===== src/rtl/axi_read_vector_if.sv =====
// AXI-Stream interface used between the vector writer and axi_read_vector.
// Carries tvalid/tready/tdata/tlast only; the bus is clocked by its endpoints.
interface axi_stream_if #(
    parameter int DATA_WIDTH = 8
);
    logic                  tvalid;
    logic                  tready;
    logic [DATA_WIDTH-1:0] tdata;
    logic                  tlast;

    modport master (output tvalid, output tdata, output tlast, input tready);
    modport slave  (input tvalid, input tdata, input tlast, output tready);
endinterface


===== src/rtl/axi_read_vector.sv =====
// axi_read_vector: AXI-Stream to parallel vector deserializer.
// Collects ceil(vec_length/AXI_DATA_WIDTH) beats into a padded buffer, beat k
// at bits [k*W +: W], and presents the top MAX_VEC_LENGTH bits as vec.
// Optional feature macro: AXI_READ_VECTOR_TLAST_CHECK_EN adds the sticky
// tlast_err port flagging tlast on any beat that is not the vector's last.
//
// Handshakes: a transfer happens on a rising clk edge where valid and ready
// are both 1. The stream side accepts beats only in COLLECT (tready is a
// decode of the registered state); the vector side holds vec_valid and a
// stable vec in HOLD until vec_ready is seen.
module axi_read_vector #(
    parameter int MAX_VEC_LENGTH   = 10,
    parameter int AXI_DATA_WIDTH   = 4,
    parameter int MAX_VEC_LENGTH_W = (MAX_VEC_LENGTH <= 1) ? 1 : $clog2(MAX_VEC_LENGTH + 1)
) (
    input  logic                        clk,
    input  logic                        rst_n,
    input  logic                        start,
    input  logic [MAX_VEC_LENGTH_W-1:0] vec_length,
    axi_stream_if.slave                 data_in,
    output logic [MAX_VEC_LENGTH-1:0]   vec,
    output logic                        vec_valid,
    input  logic                        vec_ready,
    output logic                        last_read
`ifdef AXI_READ_VECTOR_TLAST_CHECK_EN
    ,
    output logic                        tlast_err
`endif
);

    localparam int MAX_CHUNKS = (MAX_VEC_LENGTH + AXI_DATA_WIDTH - 1) / AXI_DATA_WIDTH;
    localparam int PAD        = MAX_CHUNKS * AXI_DATA_WIDTH;
    localparam int CNT_W      = $clog2(MAX_CHUNKS + 1);
    localparam logic [CNT_W-1:0] CNT_ONE = CNT_W'(1);

    typedef enum logic [1:0] {
        IDLE    = 2'd0,
        COLLECT = 2'd1,
        HOLD    = 2'd2
    } state_t;

    state_t           state;
    state_t           state_next;
    logic [PAD-1:0]   buf_q;
    logic [CNT_W-1:0] chunk_cnt;
    logic [CNT_W-1:0] total_q;
    logic [CNT_W-1:0] total_chunks;
    logic             start_accept;
    logic             beat_fire;
    logic             last_beat;

    // Beat count for the requested length; lengths whose count does not fit
    // the chunk counter wrap, exactly as a plain truncation would.
    assign total_chunks = CNT_W'((32'(vec_length) + 32'(AXI_DATA_WIDTH) - 32'd1)
                                / 32'(AXI_DATA_WIDTH));

    assign start_accept = (state == IDLE) && start && (total_chunks != '0);
    assign beat_fire    = (state == COLLECT) && data_in.tvalid;
    assign last_beat    = (chunk_cnt == total_q - CNT_ONE);

    assign data_in.tready = (state == COLLECT);
    assign vec_valid      = (state == HOLD);
    assign vec            = buf_q[PAD-1 -: MAX_VEC_LENGTH];

    // State register.
    always_ff @(posedge clk or negedge rst_n) begin
        if (!rst_n) begin
            state <= IDLE;
        end else begin
            state <= state_next;
        end
    end

    // Next-state decode: start only matters in IDLE, beats only in COLLECT.
    always_comb begin
        state_next = state;
        case (state)
            IDLE:    if (start_accept) state_next = COLLECT;
            COLLECT: if (beat_fire && last_beat) state_next = HOLD;
            HOLD:    if (vec_ready) state_next = IDLE;
            default: state_next = IDLE;
        endcase
    end

    // Buffer, chunk counter and last_read: cleared on an accepted start,
    // filled one chunk per accepted beat, untouched by the output handshake.
    always_ff @(posedge clk or negedge rst_n) begin
        if (!rst_n) begin
            buf_q     <= '0;
            chunk_cnt <= '0;
            total_q   <= '0;
            last_read <= 1'b0;
        end else if (start_accept) begin
            buf_q     <= '0;
            chunk_cnt <= '0;
            total_q   <= total_chunks;
            last_read <= 1'b0;
        end else if (beat_fire) begin
            for (int k = 0; k < MAX_CHUNKS; k++) begin
                if (chunk_cnt == CNT_W'(k)) begin
                    buf_q[k*AXI_DATA_WIDTH +: AXI_DATA_WIDTH] <= data_in.tdata;
                end
            end
            chunk_cnt <= chunk_cnt + CNT_ONE;
            if (last_beat) begin
                last_read <= data_in.tlast;
            end
        end
    end

`ifdef AXI_READ_VECTOR_TLAST_CHECK_EN
    // Sticky framing error: tlast seen on a beat that is not the final one.
    always_ff @(posedge clk or negedge rst_n) begin
        if (!rst_n) begin
            tlast_err <= 1'b0;
        end else if (beat_fire && data_in.tlast && !last_beat) begin
            tlast_err <= 1'b1;
        end
    end
`endif

endmodule


===== src/flat_wrapper.sv =====
// flat-port wrapper written by rule: the top's interface ports become plain ports
module axi_read_vector_flat 
#(
    parameter int MAX_VEC_LENGTH   = 10,
    parameter int AXI_DATA_WIDTH   = 4,
    parameter int MAX_VEC_LENGTH_W = (MAX_VEC_LENGTH <= 1) ? 1 : $clog2(MAX_VEC_LENGTH + 1)
)
  (clk, rst_n, start, vec_length, vec, vec_valid, vec_ready, last_read, data_in_tvalid, data_in_tdata, data_in_tlast, data_in_tready);
  axi_stream_if #(.DATA_WIDTH(4)) data_in_i ();
  input  logic clk;
  input  logic rst_n;
  input  logic start;
  input  logic [MAX_VEC_LENGTH_W-1:0] vec_length;
  output logic [MAX_VEC_LENGTH-1:0] vec;
  output logic vec_valid;
  input  logic vec_ready;
  output logic last_read;
  input wire logic [$bits(data_in_i.tvalid)-1:0] data_in_tvalid;
  input wire logic [$bits(data_in_i.tdata)-1:0] data_in_tdata;
  input wire logic [$bits(data_in_i.tlast)-1:0] data_in_tlast;
  output wire logic [$bits(data_in_i.tready)-1:0] data_in_tready;
  assign data_in_i.tvalid = data_in_tvalid;
  assign data_in_i.tdata = data_in_tdata;
  assign data_in_i.tlast = data_in_tlast;
  assign data_in_tready = data_in_i.tready;
  axi_read_vector #(.MAX_VEC_LENGTH(MAX_VEC_LENGTH), .AXI_DATA_WIDTH(AXI_DATA_WIDTH), .MAX_VEC_LENGTH_W(MAX_VEC_LENGTH_W)) u_core (.clk(clk), .rst_n(rst_n), .start(start), .vec_length(vec_length), .data_in(data_in_i), .vec(vec), .vec_valid(vec_valid), .vec_ready(vec_ready), .last_read(last_read));
endmodule

===== config.mk =====
export PLATFORM = sky130hd
export DESIGN_NAME = axi_read_vector_flat
export DESIGN_NICKNAME = d
export VERILOG_FILES = /design/src/rtl/axi_read_vector_if.sv /design/src/rtl/axi_read_vector.sv /design/src/flat_wrapper.sv
export SDC_FILE = /design/constraint.sdc
export NUM_CORES = 1
export LEC_CHECK = 0
export BUFFER_PORTS_ARGS = -buffer_cell sky130_fd_sc_hd__buf_2
export CELL_PAD_IN_SITES_DETAIL_PLACEMENT = 1
export CELL_PAD_IN_SITES_GLOBAL_PLACEMENT = 2
export CORE_AREA = 2 2 58 60
export CTS_BUF_LIST = sky130_fd_sc_hd__clkbuf_8
export DETAILED_ROUTE_END_ITERATION = 10
export DIE_AREA = 0 0 60 62
export PLACE_DENSITY = 0.83
export SYNTH_ARGS = -nofsm -noshare
export SYNTH_HDL_FRONTEND = slang
export SYNTH_SLANG_ARGS = --single-unit
export TNS_END_PERCENT = 50

===== constraint.sdc =====
create_clock -name clk -period 1.8 [get_ports clk]
set_clock_uncertainty 0.1 [all_clocks]
set_input_delay 0.54 -clock clk [delete_from_list [all_inputs] [get_ports clk]]
set_output_delay 0.54 -clock clk [all_outputs]
set_load 0.01 [all_outputs]

Yosys cells after proc, flatten, opt, wreduce, memory -nomap -nowiden

Cells that the tools add are included.
W data, S select, Z words.

$add $sub $neg: 4
Equality and inequality tests: 8
Muxes and demuxes: 14
Reduce and logical (&&, ||, !) cells: 17

Operator list:

| kind                  | count |
|---|---|
| $mux W12              | 2 |
| $mux W4               | 3 |
| $reduce_bool A2 Y1    | 6 |
| $mux W2               | 5 |
| $reduce_and A2 Y1     | 4 |
| $ne A2 B1 Y1 const B  | 3 |
| $pmux W2 S3           | 1 |
| $add A4 B3 Y4 const B | 1 |
| $eq A2 B1 Y1 const B  | 2 |
| $eq A2 B2 Y1 const B  | 2 |
| $logic_and A1 B1 Y1   | 4 |
| $logic_not A2 Y1      | 2 |
| $sub A4 B1 Y4 const B | 1 |
| $mux W1               | 3 |
| $reduce_and A3 Y1     | 1 |
| $add A2 B1 Y2 const B | 1 |
| $eq A2 B2 Y1          | 1 |
| $sub A2 B1 Y2 const B | 1 |

Register bits after elaboration: 19
Input port bits: 14
Output and inout port bits: 13

Longest topological paths before layout

Gate-level depths: netlist of run 1.

Depth in word-level cells: 6
Depth in mapped cells: 5
Mapped depth without buffers: 5

Worst setup path before layout of run 1

No wires, ideal clock.

Path type: in2reg
Start: in start
End: reg u_core.last_read
Library setup time: 120 ps
Data arrival time: 1592 ps
Slack: -12 ps
Stages: 5
Path through: or3b_1 > buf_2 > a311oi_2 > a211oi_1 > a31o_1

Longest elaborated chain between the ends: 4

RTL lines:

| item                               | line                   | RTL |
|---|---|---|
| start, declared                    | flat_wrapper.sv:12     | `input logic start;` |
| $logic_and A1 B1 Y1 * (2 in a row) | axi_read_vector.sv:57  | `assign start_accept = (state == IDLE) && start && (total_chunks != '0);` |
| $reduce_bool A2 Y1 (no line)       | -                      |  |
| $reduce_and A2 Y1 (no line)        | -                      |  |
| end signal, assigned               | axi_read_vector.sv:106 | `last_read <= data_in.tlast;` |
| end, declared                      | axi_read_vector.sv:24  | `output logic last_read` |

Mark *: on every way between the ends. The rest lies on a longest branch, timed or not.
A chain may end at the register's enable or synchronous reset.

Worst setup path in the final report of run 1

Start: reg u_core.state[0]
End: reg u_core.total_q[1]

Longest elaborated chain between the ends: 3

RTL lines:

| item                             | line                  | RTL |
|---|---|---|
| start, declared                  | axi_read_vector.sv:42 | `state_t state;` |
| start signal, assigned           | axi_read_vector.sv:70 | `state <= state_next;` |
| $logic_not A2 Y1                 | axi_read_vector.sv:57 |  |
| $logic_and A1 B1 Y1 (2 in a row) | axi_read_vector.sv:57 |  |
| end signal, assigned             | axi_read_vector.sv:96 | `total_q <= total_chunks;` |
| end, declared                    | axi_read_vector.sv:46 | `logic [CNT_W-1:0] total_q;` |

No other way between the ends.

==> out/qor.yml, run 1 <==
outcome:
  outcome: "complete, no violations"
sta:
  tightest_slew_ns: 0.404
  hold_viol: 0
  finalMaxSlewViolations: 0
  finalCritPeriodShare: 0.918
  setup_viol: 0
  rsz0062_at_grt: "false"
  hold_slack_ns: 0.112
  fin_crit_ns: 1.65
  slew_headroom: 0.731
  fmax_mhz: 605
grt:
  grt_max_degree: 18
  grtUsageTotal: 0.140
  grt_pass1_vias: 904
  grt_pass1_wl_um: 3850
  grt_overflow: 0
  grt_antenna_before_repair: 0
logic_synthesis:
  synthDistinctLibCells: 32
  synth-seq-area-share: 0.467
  syn_area_um2: 911
  synthTopCellsByArea: "dfrtp_1, a21oi_2, nand2_1"
  postSynthAreaPerCell_um2: 9.49
  yosys_warnings: 0
  syn_nets: 113
  netlist_instances: 96
  synth-seq-cells: 17
  synth_top_cell_area_share: 0.467
  synth_top_area_cell: "dfrtp_1"
clock_network:
  cts.clk_slew.worst_paths_ns: 0.07
  cts_tree: "done"
  postCtsHoldBufs: 0
  clkSinkCount: 17
  cts_root_buffer: "clkbuf_8"
  clock_latency_ns: 0.25
  clockBufferDepth: 2
  htree_levels: 1
  cts_buffers: 3
critical_path:
  worstPathArrival_ns: 1.69
  r2r_end: "u_core.total_q[1]"
  critPathLaunchType: "flip-flop"
  r2r_setup_slack_ns: 0.15
  crit_chain: "or3b_1, buf_4, o21ai_1, a21oi_1, o22a_1"
  r2r_cells: 5
  path_class: "flip-flop to flip-flop"
  required_ns: 1.84
  cpMaxStageDelayCell: "or3b_1"
  max_stage_delay_ns: 0.44
  rr_startpoint: "u_core.state[0]"
  end_kind: "flip-flop"
  crit_fanout: 6
power:
  total_leakage_power_uw: 0.000590
  ir_drop_mv: 0.499
  sw_frac_of_total: 0.388
  pwr-share-comb: 0.498
  power_frac_clock: 0.150
  power_switching_uw: 716
  power.internal_uw: 1130
  power_density_nw_per_um2: 1520
  seq_power_share: 0.352
layout:
  mostFrequentLayoutCell: "buf_2"
  final_cell_mix: "buf_2, nand2_1, dfrtp_1, nand3_1, buf_4"
  final_util: 0.383
  finalNonFillerCells: 178
  drive_gt1_frac: 0.394
  syn2layout_area_growth_pct: 33.7
  antenna_cells: 0
  nets: 150
min_path:
  worstHoldPathType: "input pin to async pin"
drt:
  via_count: 818
  routed_wl_um: 2230
  ant_nets: 0
  first_iter_violations: 21
  vias_per_cell: 4.60
  first_pass_iters: 4
  drc: 0
  wire_per_inst_um: 12.5
floorplanning:
  dieArea_um2: 3720
  io_pins: 27
  core_um2: 3180
  die_w_um: 60
  initial_core_util: 0.287
  die_y_um: 62
  rows: 21
run:
  cap_violations: 0
place:
  hpwl_um: 1820
  place.gp.congestion: 0.788
  numPortBuffers: 26
  dp_cells: 174
metrics by stage:
| stage | instance area (um^2) | setup WS (ns) | total power [uW] | setup TNS [ns] |
|---|---|---|---|---|
| floorplan | 922 | 0.0301 | 1240 | 0 |
| global placement | 1170 | -0.0133 | 1550 | -0.0356 |
| detailed placement | 1170 | -0.131 | 1590 | -0.481 |
| CTS | 1220 | 0.0486 | 1880 | 0 |
| global route | 1220 | 0.0668 | 2010 | 0 |
| finish | 1220 | 0.147 | 1850 | 0 |
cells by family after synthesis:
group | count (synthesis) | share of synthesized area
simple gates | 40 | 0.214
xor+xnor | 2 | 0.0192
flops | 17 | 0.467
buf+inv | 10 | 0.0522
compound gates | 23 | 0.195
fa+ha+maj | 3 | 0.0412
mux | 1 | 0.0110
power by group through the flow:
stage          Combinational, uW  Clock (uW)  Sequential, uW
6_report                     920         277             650
5_1_grt                     1040         299             676
4_1_cts                      938         287             656
3_5_place_dp                 932           0             661
3_3_place_gp                 897           0             650
2_1_floorplan                550           0             688
worst max-delay path by stage:
| stage | from | end | cells past startpoint |
|---|---|---|---|
| 2_1_floorplan | start | u_core.last_read | 5 |
| 5_1_grt | u_core.state[0] | u_core.total_q[1] | 5 |
| 3_5_place_dp | start | u_core.total_q[1] | 6 |
| 3_3_place_gp | vec_length[1] | u_core.buf_q[8] | 5 |
| 4_1_cts | u_core.state[0] | u_core.total_q[1] | 5 |
| 6_report | u_core.state[0] | u_core.total_q[1] | 5 |
synthesized netlist by cell type:
cell / instances
o21ai_0: 2
ha_1: 3
o22a_1: 1
o211ai_1: 1
a211oi_1: 1
mux2i_1: 1
inv_1: 6
and3b_1: 1
buf_6: 1
nand2_1: 17
and2b_1: 1
nor2_2: 2
a21oi_2: 8
dfrtp_1: 17
xnor2_1: 2
or2_2: 1
a311oi_2: 1
or3b_1: 1
a21oi_1: 4
o22ai_1: 1
nand2b_1: 2
buf_1: 1
a22o_1: 1
nor2_1: 2
a31oi_1: 1
a31o_1: 1
a21o_2: 1
nor4_1: 1
nor2b_1: 1
nand3_1: 10
nor3_1: 1
buf_2: 2
critical path, delay by kind of cell, from the launching register on:
family	cells	cell delay [ns]
buffers and inverters	1	0.18
AO/OA/AOI/OAI	3	0.44
flip-flops	1	0.40
AND/OR/NAND/NOR	1	0.44
area by class of cell:
class	instances	area (um^2)
Timing Repair Buffer	36	218
Fill cell	381	1960
Sequential cell	17	425
Inverter	6	22.5
Clock inverter	1	3.75
Clock buffer	3	41.3
Multi-Input combinational cell	69	449
Tap cell	46	57.6
state kept, by name, summed over array words and instances, names as in the netlist:
register / count
u_core.chunk_cnt: 2
u_core.state: 2
u_core.last_read: 1
u_core.buf_q: 10
u_core.total_q: 2
routing by layer:
layer / GRT usage / wire (um)
met5: 0 / 0
met4: 0.0571 / 13
met3: 0.0269 / 82
met2: 0.258 / 1190
met1: 0.159 / 943
what timing repair did:
action | in CTS | in global routing
hold endpoints to repair | 0 | 0
setup endpoints to repair | 0 | 1
resized for setup | 0 | 1
buffers inserted | 0 | 0
Power figures use the tool's default switching activity.
==> run 2: changes to the inputs <==
--- a/config.mk
+++ b/config.mk
@@ -5,13 +5,14 @@
 export SDC_FILE = /design/constraint.sdc
 export NUM_CORES = 1
 export LEC_CHECK = 0
-export BUFFER_PORTS_ARGS = -buffer_cell sky130_fd_sc_hd__buf_2
+export ABC_AREA = 1
 export CELL_PAD_IN_SITES_DETAIL_PLACEMENT = 1
 export CELL_PAD_IN_SITES_GLOBAL_PLACEMENT = 2
-export CORE_AREA = 2 2 58 60
+export CORE_AREA = 2 2 55 57
 export CTS_BUF_LIST = sky130_fd_sc_hd__clkbuf_8
 export DETAILED_ROUTE_END_ITERATION = 10
-export DIE_AREA = 0 0 60 62
+export DIE_AREA = 0 0 57 59
+export DONT_BUFFER_PORTS = 1
 export PLACE_DENSITY = 0.83
 export SYNTH_ARGS = -nofsm -noshare
 export SYNTH_HDL_FRONTEND = slang
==> run 2 against run 1 <==
Compared with the run above: critical endpoint is now data_in_tready; worst hold slack better by 0.16 ns; cell area fell by 13%; first-iteration DRC count down 62%; via count down 2.0%; utilization is 0.58 points higher.
==> out/qor.yml, run 2 <==
critical_path:
  worstPathArrival_ns: 0.90  # was 1.69 ns
  crit_chain: "inv_2, nand2_1, inv_1"  # was or3b_1, buf_4, o21ai_1, a21oi_1, o22a_1
  critPathLaunchType: "flip-flop"  # unchanged
  end_kind: "output port"  # was flip-flop
  path_class: "flip-flop to output port"  # was flip-flop to flip-flop
  required_ns: 1.16  # was 1.84 ns
  max_stage_delay_ns: 0.38  # was 0.44 ns
  cpMaxStageDelayCell: "dfrtp_1"  # was or3b_1
  crit_fanout: 5  # was 6
layout:
  finalNonFillerCells: 151  # was 178
  nets: 138  # was 150
  syn2layout_area_growth_pct: 9.64  # was 33.7%
  largest_reg_flops: 10  # unchanged
  regMostFlops: "u_core.buf_q"  # unchanged
  mostFrequentLayoutCell: "nand2_1"  # was buf_2
  final_util: 0.389  # was 0.383
  antenna_cells: 0  # unchanged
  final_cell_mix: "nand2_1, nand4_1, dfrtp_1, inv_1, nand3_1"  # was buf_2, nand2_1, dfrtp_1, nand3_1, buf_4
  drive_gt1_frac: 0.175  # was 0.394
logic_synthesis:
  synth_commonest_cells: "nand2_1, nand4_1, dfrtp_1"  # was dfrtp_1, nand2_1, nand3_1
  synth_compound_area_frac: 0.0326  # was 0.195
  synth_mux_area_frac: 0  # was 0.0110
  yosys_warnings: 0  # unchanged
  synth_top_area_cell: "dfrtp_1"  # unchanged
  syn_area_um2: 961  # was 911 um^2
  synth-xor-area-share: 0.00911  # was 0.0192
  synthAdderAreaFrac: 0.0391  # was 0.0412
  netlist_instances: 116  # was 96
  postSynthAreaPerCell_um2: 8.28  # was 9.49 um^2
  yosysMostFrequentCell: "nand2_1"
  synth_top_cell_area_share: 0.443  # was 0.467
  async_flop_share: 1.00  # unchanged
  synth_top_family_by_area: "simple AND/OR/NAND/NOR gates"  # unchanged
  synth-seq-area-share: 0.443  # was 0.467
  synth-seq-cells: 17  # unchanged
  syn_nets: 133  # was 113
  synthSimpleGateAreaFrac: 0.367  # was 0.214
  synth_edf_count: 0  # unchanged
  synth_ff_type: "dfrtp_1"  # unchanged
  synthTopCellsByArea: "dfrtp_1, nand4_1, nand2_1"  # was dfrtp_1, a21oi_2, nand2_1
  synthDistinctLibCells: 18  # was 32
sta:
  fin_setup_tns_ns: 0  # unchanged
  hold_viol: 0  # unchanged
  slew_headroom: 0.475  # was 0.731
  fin_crit_ns: 1.54  # was 1.65 ns
  fmax_mhz: 649  # was 605 MHz
  finalMaxSlewViolations: 0  # unchanged
  finalCritPeriodShare: 0.856  # was 0.918
  tightest_slew_ns: 0.784  # was 0.404 ns
  rsz0062_at_grt: "false"  # unchanged
  setup_viol: 0  # unchanged
drt:
  first_pass_iters: 3  # was 4
  drc: 0  # unchanged
  ant_nets: 0  # unchanged
  routed_wl_um: 2320  # was 2230 um
  first_iter_violations: 8  # was 21
  wire_per_inst_um: 15.3  # was 12.5 um
  via_count: 802  # was 818
  vias_per_cell: 5.31  # was 4.60
run:
  cap_violations: 0  # unchanged
place:
  hpwl_um: 1820  # about the same
  place.gp.congestion: 0.728  # was 0.788
  numPortBuffers: 0  # was 26
  dp_cells: 146  # was 174
outcome:
  outcome: "complete, no violations"  # unchanged
grt:
  grtUsageTotal: 0.157  # was 0.140
  grt_pass1_wl_um: 4050  # was 3850 um
  grt_max_degree: 18  # unchanged
  grt_antenna_before_repair: 0  # unchanged
  gr-usage-met1: 0.172  # was 0.159
  grt_pass1_vias: 882  # was 904
  grtUsageMet2: 0.281  # was 0.258
  grt_overflow: 0  # unchanged
  grt.met3_usage: 0.0415  # was 0.0269
  grt_busiest_layer: "met2"  # unchanged
floorplanning:
  io_pins: 27  # unchanged
  dieArea_um2: 3360  # was 3720 um^2
  rows: 19  # was 21
  core_um2: 2710  # was 3180 um^2
  initial_core_util: 0.355  # was 0.287
  die_w_um: 57  # was 60 um
  die_y_um: 59  # was 62 um
power:
  power_density_nw_per_um2: 1550  # was 1520 nW/um^2
  total_leakage_power_uw: 0.000578  # was 0.000590 uW
  p_total_uw: 1640  # was 1850 uW
  ir_drop_mv: 0.723  # was 0.499 mV
clock_network:
  cts_tree: "done"  # unchanged
  clkSinkCount: 17  # unchanged
  cts.clk_slew.worst_paths_ns: 0.06  # was 0.07 ns
  clockBufferDepth: 2  # unchanged
  htree_levels: 1  # unchanged
  cts_buffers: 3  # unchanged
  cts_root_buffer: "clkbuf_8"  # unchanged
  clock_latency_ns: 0.26  # was 0.25 ns
  post_cts_buffers: 0  # unchanged
min_path:
  worstHoldPathType: "input pin to flip-flop"  # was input pin to async pin
run 2: cell types whose count changed in the layout (fill, tap and decap cells not counted), sizes merged, moves of 2 or more:
cell / delta
a21oi: -11
buf: -33
nand2: +15
nand4: +20
nand2b: -2
inv: +11
nor2: +2
xnor2: -2
run 2: power by group:
part | switching, uW | total, uW | internal, uW
clock network | 134 | 288 | 154
registers | 178 | 717 | 539
logic | 409 | 631 | 222
total | 721 | 1640 | 915
run 2: cells by family after synthesis:
kind of cell    Yosys count
xor+xnor                  1
buf+inv                  22
flops                    17
fa+ha+maj                 3
simple gates             68
compound gates            5
run 2: per-layer routing:
| metal | share of wire | vias up |
|---|---|---|
| li1 | - | 393 |
| met1 | 0.42 | 388 |
| met2 | 0.50 | 16 |
| met3 | 0.057 | 5 |
| met4 | 0.020 | 0 |
| met5 | 0 | - |
run 2: worst paths after layout:
kind	slack, ns	to	from	cells past startpoint
worst max-delay path	0.26	data_in_tready	u_core.state[1]	3
worst min-delay path	0.27	u_core.state[1]	vec_ready	1
worst max register to register	0.33	u_core.buf_q[11]	u_core.state[0]	7
worst min register to register	0.47	u_core.state[1]	u_core.state[0]	1
max in group asynchronous	0.40	u_core.buf_q[11]	rst_n	1
min in group asynchronous	0.70	u_core.total_q[1]	rst_n	1
run 2: cell type report:
type / instances / area, um^2
fill: 354 / 1660
multi-input combinational: 77 / 430
sequential: 17 / 425
inverter: 18 / 67.6
timing repair buffer: 4 / 45.0
clock buffer: 3 / 41.3
tap: 31 / 38.8
clock inverter: 1 / 5.00
run 2: per-stage QoR:
stage / hold WS, ns / instance area (um^2) / worst slack, ns
2_1_floorplan: 0.144 / 961 / 0.451
3_3_place_gp: 0.145 / 997 / 0.296
3_5_place_dp: 0.145 / 997 / 0.253
4_1_cts: 0.267 / 1050 / 0.244
5_1_grt: 0.279 / 1050 / 0.195
6_report: 0.273 / 1050 / 0.259
run 2: repair_timing:
action                    CTS  global route
gates resized for setup     0             0
hold buffers                1             0
hold endpoints to repair   17             0
run 2: critical path, delay by kind of cell, from the launching register on:
kind	cells	cell delay [ns]
flip-flops	1	0.38
buffers and inverters	2	0.21
AND/OR/NAND/NOR	1	0.06
